==> config.mk <==
export PLATFORM = sky130hd
export DESIGN_NAME = csa_accumulator_flat
export DESIGN_NICKNAME = d
export VERILOG_FILES = /design/src/rtl/csa_acc_pkg.sv /design/src/rtl/csa_accumulator_if.sv /design/src/rtl/csa_accumulator_row.sv /design/src/rtl/csa_accumulator.sv /design/src/flat_wrapper.sv
export SDC_FILE = /design/constraint.sdc
export NUM_CORES = 1
export LEC_CHECK = 0
export BUFFER_PORTS_ARGS = -buffer_cell sky130_fd_sc_hd__buf_4
export CAP_MARGIN = 20
export CORE_MARGIN = 2
export CORE_UTILIZATION = 35
export DETAILED_ROUTE_END_ITERATION = 10
export GPL_ROUTABILITY_DRIVEN = 0
export GPL_TIMING_DRIVEN = 0
export SYNTH_ARGS = -nofsm -noshare
export SYNTH_HDL_FRONTEND = slang
export SYNTH_SLANG_ARGS = --single-unit
export TNS_END_PERCENT = 10
==> constraint.sdc <==
create_clock -name clk -period 6.73 [get_ports clk]
set_input_delay 1.0095 -clock clk [delete_from_list [all_inputs] [get_ports clk]]
set_output_delay 1.0095 -clock clk [all_outputs]
set_load 0.1 [all_outputs]
==> src/rtl/csa_acc_pkg.sv <==
// Shared types and sizing for the carry-save accumulator.
// FSM state encoding, default operand/guard widths and the accumulator
// width derivation used by the interface and the datapath.
package csa_acc_pkg;

  typedef enum logic [1:0] {
    ACCUM   = 2'd0,
    RESOLVE = 2'd1,
    OUTPUT  = 2'd2
  } state_t;

  localparam int DEF_WIDTH = 16;
  localparam int DEF_GUARD = 4;

  // Guard bits sit above the operand so 2^guard operands cannot wrap.
  function automatic int acc_width(input int width, input int guard);
    return width + guard;
  endfunction

endpackage

==> src/rtl/csa_accumulator_if.sv <==
// Operand input stream and resolved-total output stream of the
// carry-save accumulator. The slave modport is the accumulator side,
// the master modport is the producer/consumer side.
interface csa_accumulator_if
  import csa_acc_pkg::*;
#(
  parameter int WIDTH = DEF_WIDTH,
  parameter int GUARD = DEF_GUARD
);
  localparam int ACC_W = acc_width(WIDTH, GUARD);

  logic             in_valid;
  logic             in_ready;
  logic [WIDTH-1:0] in_data;
  logic             in_last;
  logic             out_valid;
  logic             out_ready;
  logic [ACC_W-1:0] out_sum;
  logic             out_ovf;

  modport master (
    output in_valid, in_data, in_last, out_ready,
    input  in_ready, out_valid, out_sum, out_ovf
  );

  modport slave (
    input  in_valid, in_data, in_last, out_ready,
    output in_ready, out_valid, out_sum, out_ovf
  );

endinterface

==> src/rtl/csa_accumulator_row.sv <==
// Row of 3:2 compressors: N independent full-adder cells. The carry
// vector is returned unshifted; the parent aligns it to weight 2^(i+1).

// Single 3:2 full-adder cell.
module csa_fa (
  input  logic a,
  input  logic b,
  input  logic c,
  output logic s,
  output logic co
);
  assign s  = a ^ b ^ c;
  assign co = (a & b) | (a & c) | (b & c);
endmodule

module csa_row #(
  parameter int N = 20
) (
  input  logic [N-1:0] a,
  input  logic [N-1:0] b,
  input  logic [N-1:0] c,
  output logic [N-1:0] sum,
  output logic [N-1:0] carry
);
  for (genvar i = 0; i < N; i++) begin : g_cell
    csa_fa u_fa (
      .a  (a[i]),
      .b  (b[i]),
      .c  (c[i]),
      .s  (sum[i]),
      .co (carry[i])
    );
  end
endmodule

==> src/rtl/csa_accumulator.sv <==
// Multi-operand accumulator keeping the running total in carry-save form.
// Operands stream in one per cycle; the last operand triggers a single
// carry-propagate add and the total is offered on the output stream.
// Optional feature macro: CSA_ACCUMULATOR_OVF_EN builds a saturating
// operand counter and flags packets longer than 2^GUARD operands.
module csa_accumulator
  import csa_acc_pkg::*;
#(
  parameter int WIDTH = DEF_WIDTH,
  parameter int GUARD = DEF_GUARD
) (
  input logic              clk,
  input logic              rst,
  csa_accumulator_if.slave bus
);
  localparam int ACC_W = acc_width(WIDTH, GUARD);

  state_t           state_q, state_d;
  logic [ACC_W-1:0] s_q, c_q;
  logic [ACC_W-1:0] operand;
  logic [ACC_W-1:0] row_sum, row_carry;
  logic [ACC_W-1:0] sum_q;
  logic             in_ready;
  logic             out_valid;
  logic             accept;

  assign operand = {{GUARD{1'b0}}, bus.in_data};
  assign accept  = bus.in_valid & in_ready;

  csa_row #(.N(ACC_W)) u_row (
    .a     (s_q),
    .b     (c_q),
    .c     (operand),
    .sum   (row_sum),
    .carry (row_carry)
  );

  // Next-state and handshake outputs from the current state.
  always_comb begin
    // NOTE: every output gets a default before the case so no path leaves
    // a signal unassigned, which would infer a latch.
    state_d   = state_q;
    in_ready  = 1'b0;
    out_valid = 1'b0;
    unique case (state_q)
      ACCUM: begin
        in_ready = 1'b1;
        if (accept && bus.in_last) state_d = RESOLVE;
      end
      RESOLVE: state_d = OUTPUT;
      OUTPUT: begin
        out_valid = 1'b1;
        if (bus.out_ready) state_d = ACCUM;
      end
      default: state_d = ACCUM;
    endcase
  end

  // State register.
  always_ff @(posedge clk or posedge rst) begin
    // NOTE: sequential state uses non-blocking assignments so every
    // register samples pre-edge values regardless of process order.
    if (rst) state_q <= ACCUM;
    else     state_q <= state_d;
  end

  // Carry-save running total: compress on accept, clear once resolved.
  always_ff @(posedge clk or posedge rst) begin
    if (rst) begin
      s_q <= '0;
      c_q <= '0;
    end else if (state_q == ACCUM && accept) begin
      s_q <= row_sum;
      c_q <= row_carry << 1;  // top carry falls off: wraps mod 2^ACC_W
    end else if (state_q == RESOLVE) begin
      s_q <= '0;
      c_q <= '0;
    end
  end

  // Final carry-propagate add, held until the next packet resolves.
  always_ff @(posedge clk or posedge rst) begin
    if (rst)                     sum_q <= '0;
    else if (state_q == RESOLVE) sum_q <= s_q + c_q;
  end

`ifdef CSA_ACCUMULATOR_OVF_EN
  localparam logic [GUARD:0] OVF_LIM = {1'b1, {GUARD{1'b0}}};

  logic [GUARD:0] cnt_q;
  logic           ovf_q;

  // Saturating beat counter and overflow flag captured at resolve time.
  always_ff @(posedge clk or posedge rst) begin
    if (rst) begin
      cnt_q <= '0;
      ovf_q <= 1'b0;
    end else if (state_q == ACCUM && accept) begin
      if (cnt_q != '1) cnt_q <= cnt_q + 1'b1;
      ovf_q <= 1'b0;
    end else if (state_q == RESOLVE) begin
      ovf_q <= (cnt_q > OVF_LIM);
      cnt_q <= '0;
    end
  end

  assign bus.out_ovf = ovf_q;
`else
  assign bus.out_ovf = 1'b0;
`endif

  assign bus.in_ready  = in_ready;
  assign bus.out_valid = out_valid;
  assign bus.out_sum   = sum_q;

endmodule

==> src/flat_wrapper.sv <==
// flat-port wrapper written by rule: the top's interface ports become plain ports
module csa_accumulator_flat import csa_acc_pkg::*;
#(
  parameter int WIDTH = DEF_WIDTH,
  parameter int GUARD = DEF_GUARD
)
  (clk, rst, bus_in_valid, bus_in_data, bus_in_last, bus_out_ready, bus_in_ready, bus_out_valid, bus_out_sum, bus_out_ovf);
  csa_accumulator_if #(.WIDTH(WIDTH), .GUARD(GUARD)) bus_i ();
  input logic clk;
  input logic rst;
  input wire logic [$bits(bus_i.in_valid)-1:0] bus_in_valid;
  input wire logic [$bits(bus_i.in_data)-1:0] bus_in_data;
  input wire logic [$bits(bus_i.in_last)-1:0] bus_in_last;
  input wire logic [$bits(bus_i.out_ready)-1:0] bus_out_ready;
  output wire logic [$bits(bus_i.in_ready)-1:0] bus_in_ready;
  output wire logic [$bits(bus_i.out_valid)-1:0] bus_out_valid;
  output wire logic [$bits(bus_i.out_sum)-1:0] bus_out_sum;
  output wire logic [$bits(bus_i.out_ovf)-1:0] bus_out_ovf;
  assign bus_i.in_valid = bus_in_valid;
  assign bus_i.in_data = bus_in_data;
  assign bus_i.in_last = bus_in_last;
  assign bus_i.out_ready = bus_out_ready;
  assign bus_in_ready = bus_i.in_ready;
  assign bus_out_valid = bus_i.out_valid;
  assign bus_out_sum = bus_i.out_sum;
  assign bus_out_ovf = bus_i.out_ovf;
  csa_accumulator #(.WIDTH(WIDTH), .GUARD(GUARD)) u_core (.clk(clk), .rst(rst), .bus(bus_i));
endmodule
==> results.sh <==
export IMPL_slew_headroom_pct=56.83
export IMPL_end_kind="flop"
export IMPL_clock_sinks=61
export IMPL_synth_edf_count=0
export IMPL_rsz0062_at_grt="false"
export IMPL_ant_nets=0
export IMPL_synth_area_leaders="dfrtp_1, nand2_1, fa_1, o21ai_0, ha_1"
export IMPL_wl_per_cell_um=14.13
export IMPL_synth_seq_area_share_pct=43.05
export IMPL_grt_usage_pct=15.76
export IMPL_async_reset_ff_share_pct=100.0
export IMPL_die_w_um=104.7
export IMPL_port_buffers=42
export IMPL_fin_nets=494
export IMPL_hold_path_class="flop to flop"
export IMPL_vdd_drop_max_v=0.0002698
export IMPL_fin_ws_ns=4.215
export IMPL_grt_pass1_vias=2799
export IMPL_setup_viol=0
export IMPL_routed_wl_um=8136
export IMPL_num_vias=2836
export IMPL_overflow=0
export IMPL_synth_distinct_cells=40
export IMPL_crit_type="flop to flop"
export IMPL_clkTransAtPathRegs_ns=0.07
export IMPL_coreArea_um2=9819
export IMPL_cts_setup_buffers=0
export IMPL_crit_required_ns=6.98
export IMPL_rows=36
export IMPL_clk_latency_ns=0.35
export IMPL_max_freq_mhz=397.6
export IMPL_finClkSkew_ns=0.007293
export IMPL_synth_nets=440
export IMPL_dr_first_iter_drc_count=107
export IMPL_max_stage_delay_ns=0.44
export IMPL_p_leak_nw=2.015
export IMPL_diodes=0
export IMPL_cts_made_buffers=9
export IMPL_drv_slew=0
export IMPL_place_ws_ns=4.102
export IMPL_chipHeight_um=104.7
export IMPL_cpLargestDelayFamily="compound AO/OA/AOI/OAI gates"
export IMPL_grt_max_degree=34
export IMPL_synth_area_um2=3546
export IMPL_drive_above_1_share_pct=15.12
export IMPL_area_growth_pct=21.14
export IMPL_grt_pass1_wl_um=13810
export IMPL_synth_top_cell_area_share_pct=43.05
export IMPL_htreeDepth=3
export IMPL_hold_viol=0
export IMPL_cp_max_fo=4
export IMPL_ys_flop_type="dfrtp_1"
export IMPL_ios=44
export IMPL_cts_resized=0
export IMPL_min_period_ns=2.515
export IMPL_drt_pre_antenna_iters=5
export IMPL_final_common_cell="nand2_1"
export IMPL_antenna_found_initial=0
export IMPL_drv_cap=0
export IMPL_setup_tns_ns=0
export IMPL_slowest_stage="fa_1"
export IMPL_crit_buf_inv=1
export IMPL_synth_area_per_cell_um2=9.234
export IMPL_cts_buffer_depth=2
export IMPL_fin_crit_sh_pct=37.37
export IMPL_hpwl_um=6263
export IMPL_hold_buffers=0
export IMPL_start_kind="flop"
export IMPL_crit_path_cell_trace="ha_1 > inv_1 > fa_1 > nor2b_1 > o2111ai_1 > a311oi_2 > o21ai_1 > and3_1 > o31ai_1"
export IMPL_initial_core_util_pct=36.11
export IMPL_root_buffer="clkbuf_8"
export IMPL_cts_tree="yes"
export IMPL_yosys_area_top_type="dfrtp_1"
export IMPL_die_area_um2=10950
export IMPL_routed_via_density=4.924
export IMPL_mostFrequentLayoutCells="nand2_1, dfrtp_1, o21ai_0"
export IMPL_synthCells=384
export IMPL_drc=0
export IMPL_arrival_ns=2.77
export IMPL_powerDensity_nw_per_um2=522.8
export IMPL_synth_seq_cells=61
export IMPL_max_slew_worst_pin_slew_ns=0.6465
export IMPL_total_power_mw=2.246
export IMPL_status="finished, final reports clean"
export IMPL_ys_warn_count=0
[routing by layer]
layer	global-route usage (%)	share of wire, %	vias up
met4	5.429	1.6	0
li1	-	-	1424
met5	0	0	-
met2	24.46	45	50
met3	3.431	3.8	11
met1	21.84	49	1351
[state kept, by name (all words and copies together) (netlist names)]
signal	cells
u_core.bus.out_sum	20
u_core.c_q	19
u_core.state_q	2
u_core.s_q	20
[layout make-up]
class                   instances  area (µm²)
flip-flops and latches         61        1526
plain buffers                  20       78.83
fillers                       986        5524
repair buffers                 43       335.3
inverters                      12       45.04
multi-input cells             291        1896
well taps                     133       166.4
clock inverters                 6       110.1
clock buffers                  10       137.6
[path summary, 6_finish.rpt]
path,from,end,slack [ns],cells after the start
max reg2reg,u_core.c_q[1],u_core.bus.out_sum[15],4.22,9
max in group asynchronous,rst,u_core.bus.out_sum[16],5.39,3
max,u_core.c_q[1],u_core.bus.out_sum[15],4.22,9
min reg2reg,u_core.bus.out_sum[12],u_core.bus.out_sum[12],0.48,2
min in group asynchronous,rst,u_core.c_q[18],0.75,2
min,u_core.bus.out_sum[12],u_core.bus.out_sum[12],0.48,2
[cell usage after synthesis, types with 5 or more instances]
cell        n
a21o_1      7
a21oi_1    14
and3_1      6
clkbuf_1   16
dfrtp_1    61
fa_1       16
ha_1       19
inv_1      12
nand2_1   105
nand3_1     8
o21ai_0    54
o31ai_1     5
xnor2_1     6
[per-stage QoR]
| step | hold slack (ns) | utilization [%] | std cells | area [µm²] |
|---|---|---|---|---|
| after global placement | 0.4638 | 41.02 | 559 | 4028 |
| after detailed placement | 0.4686 | 41.22 | 560 | 4048 |
| after CTS | 0.4878 | 43.74 | 576 | 4295 |
| final | 0.4807 | 43.74 | 576 | 4295 |
| after floorplan | 0.4647 | - | 384 | 3546 |
| after global routing | 0.5082 | 43.74 | 576 | 4295 |
[power breakdown]
part,leakage [nW],switching [mW],internal [mW]
clock,0.119,0.154,0.255
sequential,0.790,0.126,0.510
combinational,1.11,0.848,0.352
total,2.02,1.13,1.12
[tightest hold or removal path, stage by stage, from the launching register on]
cell,delay [ns]
dfrtp_1,0.34
nand2_1,0.05
o21ai_0,0.06
[cells by family (layout without fill, tap and decap cells)]
| group | count (synthesis) | count (layout) | synth area share (%) |
|---|---|---|---|
| AO/OA/AOI/OAI | 100 | 100 | 17.25 |
| XOR/XNOR | 10 | 10 | 2.470 |
| adder cells (fa/ha/maj) | 35 | 35 | 15.74 |
| buffers and inverters | 32 | 91 | 3.493 |
| flip-flops | 61 | 61 | 43.05 |
| multiplexers | 1 | 1 | 0.2823 |
| other | 1 | 1 | 0.1058 |
| AND/OR/NAND/NOR | 144 | 144 | 17.61 |
Power figures use the tool's default switching activity.
